===== src/rtl/decoder_scan_sequencer.sv =====
// decoder_scan_sequencer
// Drives the select pair (sel_a, sel_b) and enable of a 2-to-4 decoder through
// slots 0..3 in a timed round-robin scan. Each slot gets DWELL_CYCLES of enable
// followed by BLANK_CYCLES with the enable low. The select only moves on the
// edge where the enable falls (break-before-make).
// Optional feature macro: SCAN_SKIP_EN adds skip_mask[3:0] to skip slots.
module decoder_scan_sequencer #(
    parameter int DWELL_CYCLES = 16,
    parameter int BLANK_CYCLES = 2
) (
    input  logic       clk,
    input  logic       rst_n,
    input  logic       run,
    input  logic       hold,
`ifdef SCAN_SKIP_EN
    input  logic [3:0] skip_mask,
`endif
    output logic       sel_a,
    output logic       sel_b,
    output logic       dec_enable,
    output logic       frame_done,
    output logic       busy
);

    localparam int MAX_CYCLES = (DWELL_CYCLES > BLANK_CYCLES) ? DWELL_CYCLES : BLANK_CYCLES;
    localparam int CNT_W      = $clog2(MAX_CYCLES + 1);
    localparam logic [CNT_W-1:0] DWELL_LOAD = CNT_W'(DWELL_CYCLES - 1);
    localparam logic [CNT_W-1:0] BLANK_LOAD = CNT_W'(BLANK_CYCLES - 1);

    typedef enum logic [1:0] {
        IDLE  = 2'd0,
        DWELL = 2'd1,
        BLANK = 2'd2
    } state_t;

    state_t           state;
    logic [1:0]       slot;
    logic [CNT_W-1:0] timer;

    // Slot selection for the next advance / start.
    logic [1:0] adv_slot;
    logic       adv_ok;
    logic       adv_wrap;
    logic [1:0] start_slot;
    logic       start_ok;

`ifdef SCAN_SKIP_EN
    // First unmasked slot searching from+1, from+2, from+3, from (mod 4).
    // Returns {found, index}.
    function automatic logic [2:0] next_open(input logic [1:0] from, input logic [3:0] mask);
        logic [2:0] res;
        logic [1:0] idx;
        res = '0;
        for (int unsigned k = 4; k >= 1; k--) begin
            idx = from + 2'(k);
            if (!mask[idx]) begin
                res = {1'b1, idx};
            end
        end
        return res;
    endfunction

    // Next-slot search; a wrap (next index not above current) marks the frame end.
    always_comb begin
        logic [2:0] a;
        logic [2:0] s;
        a          = next_open(slot, skip_mask);
        s          = next_open(2'd3, skip_mask);
        adv_ok     = a[2];
        adv_slot   = a[1:0];
        adv_wrap   = a[2] && (a[1:0] <= slot);
        start_ok   = s[2];
        start_slot = s[1:0];
    end
`else
    // Plain round-robin: every slot is visited, slot 3 closes the frame.
    always_comb begin
        adv_ok     = 1'b1;
        adv_slot   = slot + 2'd1;
        adv_wrap   = (slot == 2'd3);
        start_ok   = 1'b1;
        start_slot = 2'd0;
    end
`endif

    assign sel_a = slot[1];
    assign sel_b = slot[0];

    // Scan FSM: timer, slot and all outputs; hold freezes everything but frame_done.
    always_ff @(posedge clk or negedge rst_n) begin
        if (!rst_n) begin
            state      <= IDLE;
            slot       <= '0;
            timer      <= '0;
            dec_enable <= 1'b0;
            frame_done <= 1'b0;
            busy       <= 1'b0;
        end else if (hold) begin
            frame_done <= 1'b0;
        end else begin
            frame_done <= 1'b0;
            case (state)
                IDLE: begin
                    dec_enable <= 1'b0;
                    busy       <= 1'b0;
                    if (run && start_ok) begin
                        state      <= DWELL;
                        slot       <= start_slot;
                        timer      <= DWELL_LOAD;
                        dec_enable <= 1'b1;
                        busy       <= 1'b1;
                    end
                end
                DWELL: begin
                    if (timer == '0) begin
                        dec_enable <= 1'b0;
                        frame_done <= adv_wrap;
                        if (adv_ok) begin
                            state <= BLANK;
                            slot  <= adv_slot;
                            timer <= BLANK_LOAD;
                        end else begin
                            state <= IDLE;
                            slot  <= '0;
                            timer <= '0;
                            busy  <= 1'b0;
                        end
                    end else begin
                        timer <= timer - 1'b1;
                    end
                end
                BLANK: begin
                    if (timer == '0) begin
                        if (run) begin
                            state      <= DWELL;
                            timer      <= DWELL_LOAD;
                            dec_enable <= 1'b1;
                        end else begin
                            state <= IDLE;
                            slot  <= '0;
                            busy  <= 1'b0;
                        end
                    end else begin
                        timer <= timer - 1'b1;
                    end
                end
                default: begin
                    state      <= IDLE;
                    slot       <= '0;
                    timer      <= '0;
                    dec_enable <= 1'b0;
                    busy       <= 1'b0;
                end
            endcase
        end
    end

endmodule


===== config.mk =====
export PLATFORM = sky130hd
export DESIGN_NAME = decoder_scan_sequencer
export DESIGN_NICKNAME = d
export VERILOG_FILES = /design/src/rtl/decoder_scan_sequencer.sv
export SDC_FILE = /design/constraint.sdc
export NUM_CORES = 1
export LEC_CHECK = 0
export CAP_MARGIN = 10
export CORE_UTILIZATION = 36
export DETAILED_ROUTE_END_ITERATION = 8
export HOLD_SLACK_MARGIN = 0.15
export PLACE_DENSITY = 0.53
export SKIP_LAST_GASP = 1
export SLEW_MARGIN = 15
export SYNTH_ARGS = -nofsm -noshare
export SYNTH_HDL_FRONTEND = slang
export SYNTH_SLANG_ARGS = --single-unit

===== constraint.sdc =====
create_clock -name clk -period 3.6 [get_ports clk]
set_input_delay 0.72 -clock clk [delete_from_list [all_inputs] [get_ports clk]]
set_output_delay 0.72 -clock clk [all_outputs]
set_load 0.02 [all_outputs]

=== Yosys cells after proc, flatten, opt, wreduce, memory -nomap -nowiden ===
Cells that the tools add are included.

* Word-level logic and storage cells: 49
* Register bits after elaboration: 12
* Input bits: 4

* Reduce and logical (&&, ||, !) cells: 6
* Eq/ne operators: 8
* $add $sub $neg: 2
* Bitwise gates (word level): 2
* Multiplexer cells: 25

{| class="wikitable"
|+ Operators with widths
! cell !! number
|-
| 5-bit 2-to-1 mux || 3
|-
| 5-bit one-hot mux with 3 select lines || 1
|-
| 2-bit 2-to-1 mux || 7
|-
| 2-bit one-hot mux with 3 select lines || 2
|-
| 4-bit AND reduction || 3
|-
| 1-bit 2-to-1 mux || 10
|-
| 2-bit != test (second input constant) || 5
|-
| 1-bit one-hot mux with 3 select lines || 2
|-
| 5-bit logical NOT || 1
|-
| 5-bit AND reduction || 1
|-
| 5-bit by 1-bit subtractor with 5-bit output (second input constant) || 1
|-
| 2-bit == test (second input constant) || 2
|-
| 2-bit by 1-bit adder with 2-bit output (second input constant) || 1
|-
| 2-bit by 1-bit == test with 1-bit output (second input constant) || 1
|-
| 2-bit logical NOT || 1
|-
| 1-bit NOT || 2
|}

=== Logic depth before layout (Yosys ltp) ===
Gate-level depths: netlist (run 1).

* Depth after elaboration: 4
* Mapped depth: 6

=== Worst setup path after synthesis (run 1) ===
Ideal clock, no wire load.

* Kind: register to register
* From: register timer[0]
* To: register dec_enable
* Library setup time: 0.130 ns
* Setup slack: 1.860 ns
* Arrival time: 1.610 ns
* Cell stages (with the launch flop): 7
* Required time: 3.470 ns
* Buffers on the path: 1
* Path through: dfrtp_1 > inv_1 > ha_1 > or4b_4 > buf_6 > a311oi_1 > o21ai_1

* Word-level cells in the longest chain between the ends: 3
* Elaborated cells between the ends (all ways): 4

{| class="wikitable"
|+ Ends and longest elaborated chain
! element !! RTL line !! text
|-
| start: declaration || 38 || <nowiki>logic [CNT_W-1:0] timer;</nowiki>
|-
| start signal: assignment || 129 || <nowiki>timer <= timer - 1'b1;</nowiki>
|-
| start signal: assignment || 144 || <nowiki>timer <= timer - 1'b1;</nowiki>
|-
| 5-bit logical NOT * || 115, 133 ||
|-
| 2-bit != test (no source line) || - ||
|-
| 4-bit AND reduction (no source line) * || - ||
|-
| end signal: assignment || 110 || <nowiki>dec_enable <= 1'b1;</nowiki>
|-
| end signal: assignment || 116 || <nowiki>dec_enable <= 1'b0;</nowiki>
|-
| end signal: assignment || 137 || <nowiki>dec_enable <= 1'b1;</nowiki>
|-
| end: declaration || 20 || <nowiki>output logic dec_enable,</nowiki>
|}

Mark *: on every way between the ends. The rest lies on a longest branch, timed or not.
A chain may end at the register's enable or synchronous reset.

=== Final worst setup path (run 1) ===
* From: register slot[0]
* To: output port sel_b

{| class="wikitable"
|+ RTL lines
! element !! RTL line !! text
|-
| start: declaration || 37 || <nowiki>logic [1:0] slot;</nowiki>
|-
| start signal: assignment || 108 || <nowiki>slot <= start_slot;</nowiki>
|-
| start signal: assignment || 120 || <nowiki>slot <= adv_slot;</nowiki>
|-
| end: declaration || 19 || <nowiki>output logic sel_b,</nowiki>
|}

No word-level cell between the ends.

==> results of run 1 <==
==> where the power goes <==
group / switching, W / internal, W
clock network: 0.0000435 / 0.0000386
registers: 0.0000900 / 0.000189
logic: 0.000185 / 0.000157
==> placed cells by master (no fill, tap or decap), types with 2 or more instances in the layout <==
master           instances
a21oi_1                  3
a22oi_1                  2
a311oi_1                 2
clkbuf_4                 3
clkdlybuf4s50_1          8
dfrtp_1                 12
ha_1                     2
inv_1                    8
nand2_1                  3
nand3_1                  3
nand3b_1                 2
nand4_1                  2
nor2_1                   5
nor2b_1                  4
nor4b_1                  2
o21ai_0                  6
o221ai_1                 2
o22ai_1                  4
xor2_1                   2
==> layout make-up <==
class | instances | share of cell area (%)
Clock buffer | 3 | 2.50
Inverter | 8 | 3.33
Multi-Input combinational cell | 62 | 48.3
Sequential cell | 12 | 33.3
Tap cell | 27 | 3.74
Timing Repair Buffer | 8 | 8.88
==> worst max-delay path by stage <==
stage,from,to,slack (ps)
2_1_floorplan,timer[0],dec_enable,1860
3_3_place_gp,hold,busy,1280
3_5_place_dp,hold,busy,1260
4_1_cts,slot[0],sel_b,1510
5_1_grt,hold,busy,1400
6_report,slot[0],sel_b,1530
==> kinds of logic after synthesis <==
family / Yosys count
compound gates: 29
simple gates: 28
buf+inv: 17
flops: 12
xor+xnor: 3
fa+ha+maj: 2
==> registers in the layout, summed over array words and instances, names as in the netlist <==
| signal | flops |
|---|---|
| timer | 5 |
| busy | 1 |
| slot | 2 |
| dec_enable | 1 |
| frame_done | 1 |
| state | 2 |
==> metrics by stage <==
step	power (W)	setup slack [ps]	hold slack [ps]
4_1_cts	0.000709	1510	575
6_report	0.000703	1530	567
3_3_place_gp	0.000623	1280	551
3_5_place_dp	0.000622	1260	556
5_1_grt	0.000769	1400	596
2_1_floorplan	0.000530	1860	424
==> layer usage <==
layer / vias to the layer above / routed length, um / GRT usage, %
li1: 348 / - / -
met1: 344 / 866 / 23.7
met2: 21 / 874 / 26.4
met3: 2 / 79 / 3.09
met4: 0 / 14 / 8.57
met5: - / 0 / 0
==> flow_summary.yaml, run 1 <==
clocking:
  insertion_delay_ps: 270
  tritoncts: "yes"
  path_clk_slew_ps: 80
  clock_path_buffers: 2
  cts_sinks: 12
  cts_buffers: 3
  post-cts-setup-buffers: 0
  postCtsHoldBufs: 0
  cts-resized-gates: 0
  h-tree-depth: 1
  clockRootBuffer: "clkbuf_4"
worst_setup_path:
  r2r_cells: 5
  rrSetupSlack_ps: 1680
  worstSetupPathType: "flop to primary output"
  worstPathArrival_ps: 1350
  worstPathMaxFanout: 6
  crit_family: "buffers and inverters"
  slowest_stage: "clkdlybuf4s50_1"
  r2r_end: "timer[0]"
  cpPeakStageDelay_ps: 640
  start_kind: "flop"
  crit_path_end_kind: "primary output"
  cp.required_ps: 2880
  crit_path_cell_trace: "clkdlybuf4s50_1"
  r2r-start: "timer[0]"
  crit_cells: 1
  crit_buf_inv: 1
synth:
  synthMuxAreaShare_pct: 0
  syn_area_per_cell_um2: 8.96
  synthArstFlopShare_pct: 100
  ys_ff_latch: 12
  synth.top_cell.area_share_pct: 36.8
  ys_types: 38
  netlist_top_cells_count: "dfrtp_1 (12), inv_1 (8), clkbuf_1 (6), o21ai_0 (6), nor2_1 (5)"
  synth_compound_area_share_pct: 25.3
  yosysMostFrequentCell: "dfrtp_1"
  synth-simple-area-share_pct: 21.8
  synthTopCellsByArea: "dfrtp_1 (37%), o21ai_0 (3.7%), inv_1 (3.7%)"
  synth_xor_area_share_pct: 3.22
  syn_inst: 91
  synth_top_family_by_area: "compound AO/OA/AOI/OAI gates"
  yosys.area.top_type: "dfrtp_1"
  synth_edf_count: 0
  yosysSeqAreaShare_pct: 36.8
  synth_fa_ha_area_share_pct: 3.07
  yosysWarnings: 0
  syn_nets: 97
  ys.flop_type: "dfrtp_1"
  syn_area_um2: 816
route:
  postRouteAntennaNets: 0
  wl_um: 1830
  first_pass_iters: 4
  drtIter0Drc: 15
  drt-vias-per-instance: 5.96
  wl_per_cell_um: 15.3
  num_vias: 715
  drc: 0
sta:
  fin_skew_ps: 5.67
  maxSlewHeadroom_pct: 53.2
  setup_violations: 0
  hold_viol: 0
  tightest_slew_ps: 700
  rsz0062_at_grt: "no"
  period_needed_ps: 2070
  min_period_over_period_pct: 57.5
  slew_viol_final: 0
  fmax_ghz: 0.483
  setup_tns_ps: 0
floorplan:
  rows: 16
  start_util_pct: 40.0
  core_area_mm2: 0.00204
  boundaryPins: 9
  die_x_um: 49.6
  die_h_um: 49.6
  die-area_mm2: 0.00246
run_status:
  status: "complete, no violations"
pwr:
  powerDensity_mw_per_mm2: 779
  ir_worst_vdd_mv: 0.317
  leakage_nw: 0.353
finish:
  nFillCells: 213
  syn_to_final_growth_pct: 10.6
  register_area_um2: 300
  instances_no_fill: 120
  nNetsFinal: 101
  design_area_um2: 902
  utilization_pct: 44.2
  n_antenna_cell: 0
  drive_gt1_share_pct: 7.53
  multiInputGateArea_um2: 435
place:
  dpl_cell_area_um2: 880
  dp_cells: 117
  globalplace.congestion: 0.733
  dp_hpwl_um: 1250
  port_buffers: 8
hold_path:
  hold_class: "flop to flop"
  min_path_cells: 2
  hold_path_end: "busy"
  hp-start: "busy"
grt:
  grt_max_degree: 20
  grt-ovfl-total: 0
  antenna_found_initial: 0
  track_usage_pct: 17.4
  grt_pass1_wl_um: 3200
  grt_pass1_vias: 670
flow_run:
  maxCapViolations: 0
Note: power is estimated with default switching activity, not from simulation.
==> run 2, diff against run 1 <==
PLACE_DENSITY = 0.55   (was 0.53)
clock period = 1.72 ns   (was 3.6 ns; I/O delays follow)
==> run 2 against run 1 <==
  * Combinational power rose to 3.0 times the previous value
  * Via count rose by 10%
  * Die area is the same
  * First-iteration DRC count rose by 67%
  * Critical path type is now flop to flop
  * Critical endpoint is now timer[3]
==> flow_summary.yaml, run 2 (same netlist as run 1, synthesis figures left out) <==
worst_setup_path:
  r2r-start: "timer[0]"
  cpPeakStageDelay_ps: 530
  slowest_stage: "or4b_4"
  crit_family: "simple AND/OR/NAND/NOR gates"
  cp.required_ps: 1880
  worstSetupPathType: "flop to flop"
  crit_buf_inv: 1
  start_kind: "flop"
  cp-startpoint: "timer[0]"
  crit_path_end_kind: "flop"
  crit_path_cell_trace: "inv_1 -> ha_2 -> or4b_4 -> a22oi_1 -> o41ai_1"
  worstPathArrival_ps: 1850
  worstPathMaxFanout: 5
finish:
  multiInputGateArea_um2: 464
  largest_register_ff_count: 5
  top_register: "timer"
  syn_to_final_growth_pct: 28.1
  register_area_um2: 300
  nFillCells: 205
  n_antenna_cell: 0
  utilization_pct: 51.2
  top_regs: "timer: 5 flops, slot: 2 flops, state: 2 flops"
  nNetsFinal: 115
  final_common_cell: "buf_4"
  drive_gt1_share_pct: 25.0
  final_cell_mix: "buf_4 (13), dfrtp_1 (12), inv_1 (7), clkdlybuf4s50_1 (7), o21ai_0 (6)"
grt:
  grt-ovfl-total: 0
  grt_max_degree: 13
  antenna_found_initial: 0
  track_usage_pct: 19.3
  grt_pass1_vias: 762
  grt_pass1_wl_um: 3550
floorplan:
  die_h_um: 49.6
  die_x_um: 49.6
  core_area_mm2: 0.00204
  start_util_pct: 40.0
  boundaryPins: 9
  die-area_mm2: 0.00246
  rows: 16
route:
  num_vias: 787
  wl_um: 2180
  drt-vias-per-instance: 5.83
  postRouteAntennaNets: 0
  first_pass_iters: 5
  wl_per_cell_um: 16.2
  drc: 0
  drtIter0Drc: 25
sta:
  setup_tns_ps: 0
  min_period_over_period_pct: 98.7
  period_needed_ps: 1700
  fmax_ghz: 0.589
  maxSlewHeadroom_pct: 62.1
  slew_viol_final: 0
  fin_skew_ps: 2.20
  rsz0062_at_grt: "yes"
  hold_viol: 0
  tightest_slew_ps: 567
  setup_violations: 0
hold_path:
  hold_class: "input port to async pin"
place:
  globalplace.congestion: 0.771
  port_buffers: 8
  dp_hpwl_um: 1510
clocking:
  post-cts-setup-buffers: 0
  h-tree-depth: 1
  clockRootBuffer: "clkbuf_4"
  cts_sinks: 12
  path_clk_slew_ps: 80
  clock_path_buffers: 2
  tritoncts: "yes"
  cts_buffers: 3
  insertion_delay_ps: 280
  postCtsHoldBufs: 0
pwr:
  leakage_nw: 0.434
  powerDensity_mw_per_mm2: 1680
  ir_worst_vdd_mv: 0.806
run_status:
  status: "complete, no violations"
flow_run:
  maxCapViolations: 0
-- run 2: cell count changes in the layout (fill, tap and decap cells not counted), sizes merged --
cell | before | now
clkdlybuf4s50 | 8 | 7
clkbuf | 3 | 4
dlymetal6s2s | 0 | 1
or4b | 1 | 2
buf | 0 | 13
-- run 2: area by class of cell --
type / count / share of cell area (%)
well taps: 27 / 3.23
inverters: 8 / 2.87
clock buffers: 4 / 3.47
repair buffers: 21 / 17.2
multi-input cells: 63 / 44.4
flip-flops and latches: 12 / 28.7
-- run 2: stage by stage --
stage / instances / setup slack [ps] / hold WS [ps] / area, um^2 / power, W
floorplan: 91 / 0.271 / 48.4 / 818 / 0.00111
global placement: 130 / -79.4 / 535 / 980 / 0.00146
detailed placement: 130 / -117 / 557 / 980 / 0.00147
CTS: 134 / 13.7 / 446 / 1020 / 0.00171
global route: 135 / -7.86 / 474 / 1040 / 0.00190
finish: 135 / 22.1 / 425 / 1040 / 0.00176
-- run 2: metal layers --
layer  wire [um]  track usage (%)  vias to the layer above
met1         959             24.3                      370
met5           0                0                        -
met4          57             2.86                        0
li1            -                -                      377
met2        1060             32.4                       31
met3         106             6.48                        9
-- run 2: worst paths after layout --
| check | end | slack, ps | depth (start not counted) |
|---|---|---|---|
| worst max-delay path | timer[3] | 20 | 5 |
| worst min-delay path | timer[2] | 420 | 1 |
| worst max register to register | timer[3] | 20 | 5 |
| worst min register to register | slot[1] | 570 | 2 |
| max in group asynchronous | dec_enable | 920 | 1 |
| min in group clk | slot[1] | 570 | 2 |
-- run 2: timing repair --
item                       4_1_cts  5_1_grt
setup endpoints to repair        0        5
hold endpoints to repair         0        0
gates resized for setup          0        6
-- run 2: where the power goes --
part | switching, W | internal [W] | leakage (nW)
combinational | 0.000529 | 0.000478 | 0.266
sequential | 0.000123 | 0.000396 | 0.146
clock | 0.0000997 | 0.000129 | 0.0210
total | 0.000752 | 0.00100 | 0.434
